### config.mk
export PLATFORM = sky130hd
export DESIGN_NAME = load_arbiter
export DESIGN_NICKNAME = d
export VERILOG_FILES = /design/src/rtl/load_arb_pkg.sv /design/src/rtl/load_arbiter_rr_pick.sv /design/src/rtl/load_arbiter.sv
export SDC_FILE = /design/constraint.sdc
export NUM_CORES = 1
export LEC_CHECK = 0
export CORE_MARGIN = 10
export CORE_UTILIZATION = 35
export CTS_CLUSTER_SIZE = 40
export DETAILED_ROUTE_END_ITERATION = 7
export GPL_ROUTABILITY_DRIVEN = 0
export PLACE_DENSITY_LB_ADDON = 0.2
export SLEW_MARGIN = 20
export SYNTH_ARGS = -nofsm -noshare
export SYNTH_HDL_FRONTEND = slang
export SYNTH_SLANG_ARGS = --single-unit
### constraint.sdc
create_clock -name clk -period 1.7 [get_ports clk]
set_input_delay 0.34 -clock clk [delete_from_list [all_inputs] [get_ports clk]]
set_output_delay 0.34 -clock clk [all_outputs]
set_load 0.005 [all_outputs]
### src/rtl/load_arb_pkg.sv
// Shared defaults and state type for the load arbiter and its round-robin picker.
package load_arb_pkg;
  localparam int NREQ_DEF = 4;
  localparam int W_DEF    = 8;
  localparam int NDST_DEF = 4;

  typedef enum logic {
    IDLE  = 1'b0,
    ISSUE = 1'b1
  } state_t;
endpackage

### src/rtl/load_arbiter_rr_pick.sv
// Combinational round-robin picker: first set bit of elig at or above ptr, wrapping.
module rr_pick #(
  parameter  int NREQ = 4,
  localparam int PW   = (NREQ > 1) ? $clog2(NREQ) : 1
) (
  input  logic [NREQ-1:0] elig,
  input  logic [PW-1:0]   ptr,
  output logic            valid,
  output logic [PW-1:0]   winner
);

  int          sum;
  logic [PW-1:0] idx;

  // Walk offsets from the far end so the nearest eligible index is written last.
  always_comb begin
    valid  = 1'b0;
    winner = '0;
    sum    = 0;
    idx    = '0;
    for (int i = NREQ - 1; i >= 0; i--) begin
      sum = int'(ptr) + i;
      if (sum >= NREQ) sum = sum - NREQ;
      idx = PW'(sum);
      if (elig[idx]) begin
        valid  = 1'b1;
        winner = idx;
      end
    end
  end

endmodule

### src/rtl/load_arbiter.sv
// Round-robin arbiter issuing one registered write per cycle onto a shared
// destination-register bus with a one-hot load enable.
module load_arbiter
  import load_arb_pkg::*;
#(
  parameter  int NREQ = NREQ_DEF,
  parameter  int W    = W_DEF,
  parameter  int NDST = NDST_DEF,
  localparam int DW   = (NDST > 1) ? $clog2(NDST) : 1,
  localparam int PW   = (NREQ > 1) ? $clog2(NREQ) : 1
) (
  input  logic               clk,
  input  logic               rst,
  input  logic [NREQ-1:0]    req,
  input  logic [NREQ*W-1:0]  data,
  input  logic [NREQ*DW-1:0] dst,
  input  logic               stall,
  output logic [NREQ-1:0]    ack,
  output logic [W-1:0]       bus_out,
  output logic [NDST-1:0]    ld_en,
  output logic               busy
);

  // state | meaning
  // IDLE  | no transfer on the bus this cycle
  // ISSUE | ack/bus_out/ld_en carry the transfer granted at the last edge

  state_t          state_q, state_d;
  logic [PW-1:0]   ptr_q, ptr_d;
  logic [NREQ-1:0] ack_q, ack_d;
  logic [W-1:0]    bus_q, bus_d;
  logic [NDST-1:0] ld_q, ld_d;
  logic            busy_q, busy_d;

  logic            pick_valid;
  logic [PW-1:0]   pick_idx;
  logic            grant;
  logic [DW-1:0]   dst_sel;

  // A requester being acked this cycle is masked so it cannot win twice in a row.
  rr_pick #(.NREQ(NREQ)) u_pick (
    .elig   (req & ~ack_q),
    .ptr    (ptr_q),
    .valid  (pick_valid),
    .winner (pick_idx)
  );

  assign grant   = pick_valid & ~stall;
  assign dst_sel = dst[pick_idx*DW +: DW];

  always_comb begin
    state_d = state_q;
    ptr_d   = ptr_q;
    ack_d   = '0;
    bus_d   = bus_q;
    ld_d    = '0;
    busy_d  = 1'b0;
    case (state_q)
      IDLE:    if (grant) state_d = ISSUE;
      ISSUE:   if (!grant) state_d = IDLE;
      default: state_d = IDLE;
    endcase
    if (grant) begin
      ack_d  = NREQ'(1) << pick_idx;
      bus_d  = data[pick_idx*W +: W];
      ld_d   = NDST'(1) << dst_sel;
      busy_d = 1'b1;
      ptr_d  = (int'(pick_idx) == NREQ - 1) ? '0 : pick_idx + PW'(1);
    end
  end

  always_ff @(posedge clk or posedge rst) begin
    if (rst) begin
      state_q <= IDLE;
      ptr_q   <= '0;
      ack_q   <= '0;
      bus_q   <= '0;
      ld_q    <= '0;
      busy_q  <= 1'b0;
    end else begin
      state_q <= state_d;
      ptr_q   <= ptr_d;
      ack_q   <= ack_d;
      bus_q   <= bus_d;
      ld_q    <= ld_d;
      busy_q  <= busy_d;
    end
  end

  assign ack     = ack_q;
  assign bus_out = bus_q;
  assign ld_en   = ld_q;
  assign busy    = busy_q;

endmodule

* Yosys cells after proc, flatten, opt, wreduce, memory -nomap -nowiden
Cells that the tools add are included.
** Cells by class
- Add/sub/neg operators :: 8
- $mul :: 0
- Divide/modulo/power cells :: 0
- $lt $le $gt $ge :: 8
- Equality and inequality tests :: 1
- Shift-type cells :: 4
- Multiplexer cells :: 24
- Bitwise logic cells :: 4
- Reduce and logical (&&, ||, !) cells :: 0
** Operator list (count)
- variable part select 32 x 6 -> 8 bit :: 1
- two-way mux 2 bit :: 9
- < comparator 2 x 3 -> 1 bit, second input constant :: 4
- greater-or-equal comparator 3 bit, second input constant :: 3
- two-way mux 1 bit :: 9
- binary-select mux 1 bit (select 2 bit) :: 4
- two-way mux 4 bit :: 2
- variable part select 8 x 4 -> 2 bit :: 1
- << shifter 1 x 2 -> 4 bit, first input constant :: 2
- subtractor 2 x 1 -> 2 bit, second input constant :: 4
- adder 2 x 2 -> 3 bit, second input constant :: 2
- AND 4 bit :: 1
- NOT 4 bit :: 1
- adder 2 x 1 -> 3 bit, second input constant :: 1
- greater-or-equal comparator 2 x 3 -> 1 bit, second input constant :: 1
- adder 2 x 1 -> 2 bit, second input constant :: 1
- equality test 2 x 1 -> 1 bit, second input constant :: 1
- AND 1 bit :: 1
- NOT 1 bit :: 1
** Storage, ports and cells
- Register bits after elaboration :: 19
- Bits in latches :: 0
- Bits in writable memories :: 0
- Memory bits (read-only) :: 0
- Input port bits :: 47
- Output and inout port bits :: 17
- Logic and storage cells :: 54
- Memories kept :: 0

* Longest topological paths before layout
- Depth in word-level cells :: 12
- Gate-level depth with buffers :: 7
- Gate-level depth less buffers :: 6

* Hierarchy
From an unflattened synthesis, not the netlist that was laid out.
** Second synthesis, totals
- Cells, all modules :: 77
- Area, all modules :: 1074.8 sq um
** By module, submodules not included
- load_arbiter :: times used 1, cells an instance 64, area an instance 997.2 sq um, seq. area each 475.5 sq um
- rr_pick :: times used 1, cells an instance 13, area an instance 77.6 sq um, seq. area each 0.0 sq um

* Worst setup path after synthesis
OpenSTA, ideal clock, no wires.
- Path type :: register to register
- Start point :: register ack_q[3] (netlist: ack[3])
- End point :: register ld_q[1] (netlist: ld_en[1])
- Library setup time :: 0.072 ns
- Arrival time :: 1.804 ns
- Data required time :: 1.628 ns
- Setup slack :: -0.176 ns
- Stages on the path, launching flop included :: 7
- Buffers on the path :: 1
- Period minus slack after synthesis :: 1.876 ns
- Cells stage by stage :: dfrtp_1 > or2b_2 > o21ai_0 > and3_1 > buf_6 > mux4_2 > nor2_1
** On the way
- Cells in the longest elaborated chain, start to end :: 11
- Elaborated cells on any way between the ends :: 22
- Classes of those cells :: shift (2); mux (17); bitwise (3)
** RTL lines
- from (decl) :: RTL line load_arbiter.sv:30 : logic [NREQ-1:0] ack_q, ack_d;
- from (signal assigned) :: RTL line load_arbiter.sv:83 : ack_q <= ack_d;
- NOT 4 bit * :: RTL line load_arbiter.sv:42 : .elig (req & ~ack_q),
- AND 4 bit * :: RTL line load_arbiter.sv:42
- binary-select mux 1 bit (select 2 bit) :: RTL line load_arbiter_rr_pick.sv:25 : if (elig[idx]) begin
- two-way mux 1 bit (not written as such) :: RTL line load_arbiter_rr_pick.sv:25
- two-way mux 2 bit (4 in a row) :: RTL line load_arbiter_rr_pick.sv:25
- variable part select 8 x 4 -> 2 bit :: RTL line load_arbiter.sv:49 : assign dst_sel = dst[pick_idx*DW +: DW];
- << shifter 1 x 2 -> 4 bit :: RTL line load_arbiter.sv:66 : ld_d = NDST'(1) << dst_sel;
- two-way mux 4 bit * :: RTL line load_arbiter.sv:63 : if (grant) begin
- via ld_d[1] :: RTL line load_arbiter.sv:32 : logic [NDST-1:0] ld_q, ld_d;
- to (signal assigned) :: RTL line load_arbiter.sv:85 : ld_q <= ld_d;
- to (decl) :: RTL line load_arbiter.sv:32
The timed path passes the listed nets; every way through them passes the cells marked *. The select of a mux whose other input is x is not followed.
A chain may end at the register's enable or synchronous reset.

* Worst setup path after layout
- Start point :: input port req[2]
- End point :: register ld_q[1] (netlist: ld_en[1])
** On the way
- Cells in the longest elaborated chain, start to end :: 10
- Elaborated cells on any way between the ends :: 21
- Classes of those cells :: shift (2); mux (17); bitwise (2)
** RTL lines
- from (decl) :: RTL line load_arbiter.sv:14 : input logic [NREQ-1:0] req,
- AND 4 bit * :: RTL line load_arbiter.sv:42
- binary-select mux 1 bit (select 2 bit) :: RTL line load_arbiter_rr_pick.sv:25
- two-way mux 1 bit (not written as such) :: RTL line load_arbiter_rr_pick.sv:25
- two-way mux 2 bit (4 in a row) :: RTL line load_arbiter_rr_pick.sv:25
- variable part select 8 x 4 -> 2 bit :: RTL line load_arbiter.sv:49
- << shifter 1 x 2 -> 4 bit :: RTL line load_arbiter.sv:66
- two-way mux 4 bit * :: RTL line load_arbiter.sv:63
- via ld_d[1] :: RTL line load_arbiter.sv:32
Marks and branches as above.

==> impl_metrics.json <==
{
  "outcome": "finished with violations",
  "violations": "setup timing",
  "power_mw": 2.73,
  "powerDensity_mw_per_mm2": 1210,
  "root_buffer": "clkbuf_4",
  "syn2layout_area_growth_pct": 86.7,
  "drv_cap": 0,
  "fin_crit_sh_pct": 103,
  "io_buffer_count": 63,
  "dieWidth_um": 78.7,
  "grt_usage_pct": 12.9,
  "synth.net_count": 171,
  "start_kind": "primary input",
  "cts_max_path_buffers": 2,
  "finalSetupViolCount": 8,
  "peakVddDrop_v": 0.000514,
  "grt_max_degree": 20,
  "final_antenna_net_count": 0,
  "hold-worst-slack_ps": 345,
  "clk_pin_slew_ps": 100,
  "wl_per_cell_um": 16.8,
  "crit_type": "primary input to flop",
  "start_util_pct": 36.2,
  "dp.cells": 237,
  "yosys.area.top_type_share_pct": 39.4,
  "die_height_um": 78.7,
  "synth_async_sr_flop_share_pct": 100,
  "crit_fanout": 4,
  "antenna_found_initial": 0,
  "clock-sinks": 19,
  "cts_buffers": 3,
  "skew_ps": 3.29,
  "ys_top_cells_by_area": "dfrtp_1 (39%), mux2i_1 (15%), o221ai_1 (5.8%)",
  "end_kind": "flop",
  "drive_gt1_share_pct": 28.5,
  "antenna_cells": 0,
  "syn_area_per_cell_um2": 10.1,
  "dpl.hpwl_mm": 3.12,
  "drc": 0,
  "synth_common_cells": "dfrtp_1 (19), mux2i_1 (18), nand2_1 (15)",
  "fp.coreArea_mm2": 0.00334,
  "cts_hold_buf": 0,
  "rsz0062_at_grt": "yes",
  "max-slew-margin-rel_pct": 75.1,
  "fillers": 260,
  "vias_per_cell": 5.05,
  "tightest_slew_ps": 372,
  "max_freq_mhz": 569,
  "pre_cts_ws_ps": -562,
  "r2r.worst_path.cells": 5,
  "worstPathArrival_ps": 2000,
  "synth_flop_cell": "dfrtp_1",
  "tns_ps": -175,
  "wl_mm": 4.12,
  "ff_latch_area_um2": 477,
  "grt_pass1_wl_mm": 6.53,
  "drv_slew": 0,
  "hold_class": "primary input to async pin",
  "period_needed_ps": 1760,
  "synth_edf_count": 0,
  "drt_iter0_drc": 50,
  "required_ps": 1940,
  "synth_most_common_cell": "dfrtp_1",
  "nets": 252,
  "ys_warn_count": 0,
  "placementRows": 21,
  "synthCells": 120,
  "clkLatencyLatePin_ps": 300,
  "post-synth-top-area-cell": "dfrtp_1",
  "ys_ff_latch": 19,
  "io_pins": 64,
  "hold_violations": 0,
  "die-area_mm2": 0.00620,
  "p_leak_nw": 0.940,
  "seq_area_frac_synth_pct": 39.4,
  "cts_max_level": 1,
  "grt_pass1_vias": 1347,
  "synth_cell_type_count": 28,
  "vias": 1242,
  "syn_area_mm2": 0.00121,
  "overflow": 0,
  "stdcell_count": 246,
  "multiInputGateArea_um2": 851,
  "r2r_end": "ld_en[1]",
  "cts_tree": "built",
  "firstDrtPassIters": 4,
  "r2r_start": "ack[0]",
  "timing.final.ws_setup_ps": -58.9,
  "rrSetupSlack_ps": -40
}
critical path, stage by stage:
cell and delay [ps]:
clkdlybuf4s50_1 470, nor3b_2 200, o21ai_4 130, and3_4 250, mux4_2 510, nor2_1 100
worst max-delay path by stage:
stage / start / endpoint / slack, ps / depth (start not counted)
floorplan: ack[0] / bus_out[0] / -40 / 7
global placement: req[3] / ld_en[1] / -480 / 6
detailed placement: req[0] / bus_out[5] / -560 / 7
CTS: ack[3] / ld_en[2] / -90 / 5
global route: ack[3] / ld_en[2] / -110 / 5
finish: req[2] / ld_en[1] / -60 / 6
kinds of logic after synthesis:
| group | count (synthesis) | share of synthesized area, % |
|---|---|---|
| multiplexers | 20 | 18.7 |
| adder cells (fa/ha/maj) | 4 | 4.15 |
| flip-flops | 19 | 39.4 |
| buffers and inverters | 11 | 4.25 |
| AND/OR/NAND/NOR | 44 | 20.7 |
| AO/OA/AOI/OAI | 22 | 12.8 |
sequential cells by signal (all words and copies together), names as in the netlist:
name / flops
bus_out: 8
ld_en: 4
ptr_q: 2
busy: 1
ack: 4
layout by cell type, fill, tap and decap left out, types with 2 or more instances in the layout:
cell	Yosys	final
clkdlybuf4s50_1	0	60
dfrtp_1	19	18
nand2_1	15	14
buf_4	0	12
mux2i_1	18	11
nand2b_1	10	10
o221ai_1	8	5
mux2i_2	0	5
nor2_1	6	5
and2_1	4	4
inv_1	6	3
o221ai_2	0	3
clkbuf_4	0	3
buf_6	1	3
mux2i_4	0	2
mux4_2	2	2
o22ai_1	2	2
a31oi_1	4	2
ha_2	0	2
dlygate4sd2_1	0	2
report_power, final:
group | leakage [nW] | switching (mW) | internal (mW)
clock network | 0.0150 | 0.136 | 0.0914
registers | 0.241 | 0.116 | 0.614
logic | 0.684 | 0.734 | 1.04
total | 0.940 | 0.985 | 1.75
metal layers:
layer | GRT usage (%) | wire, um | share of wire [%]
met5 | 0 | 0 | 0
met4 | 3.76 | 33 | 0.80
met3 | 3.94 | 267 | 6.5
met2 | 22.6 | 2170 | 53
met1 | 14.6 | 1650 | 40
final cells by class:
| class | instances | share of cell area [%] |
|---|---|---|
| Clock buffer | 4 | 1.17 |
| Inverter | 6 | 1.28 |
| Multi-Input combinational cell | 90 | 37.7 |
| Sequential cell | 19 | 21.1 |
| Tap cell | 46 | 2.55 |
| Timing Repair Buffer | 81 | 36.1 |
metrics by stage:
stage	util [%]	instance area, um2
floorplan	-	1210
global placement	59.9	2000
detailed placement	59.9	2000
CTS	63.1	2110
global route	67.6	2250
finish	67.6	2250
what timing repair did:
action | 4_1_cts | 5_1_grt
buffers inserted | 3 | 1
gates resized for setup | 18 | 27
pin swaps | 9 | 9
endpoints found under the hold margin | 0 | 0
endpoints found under the setup margin | 18 | 18
gates cloned | 1 | 1
Note: power is estimated with default switching activity, not from simulation.
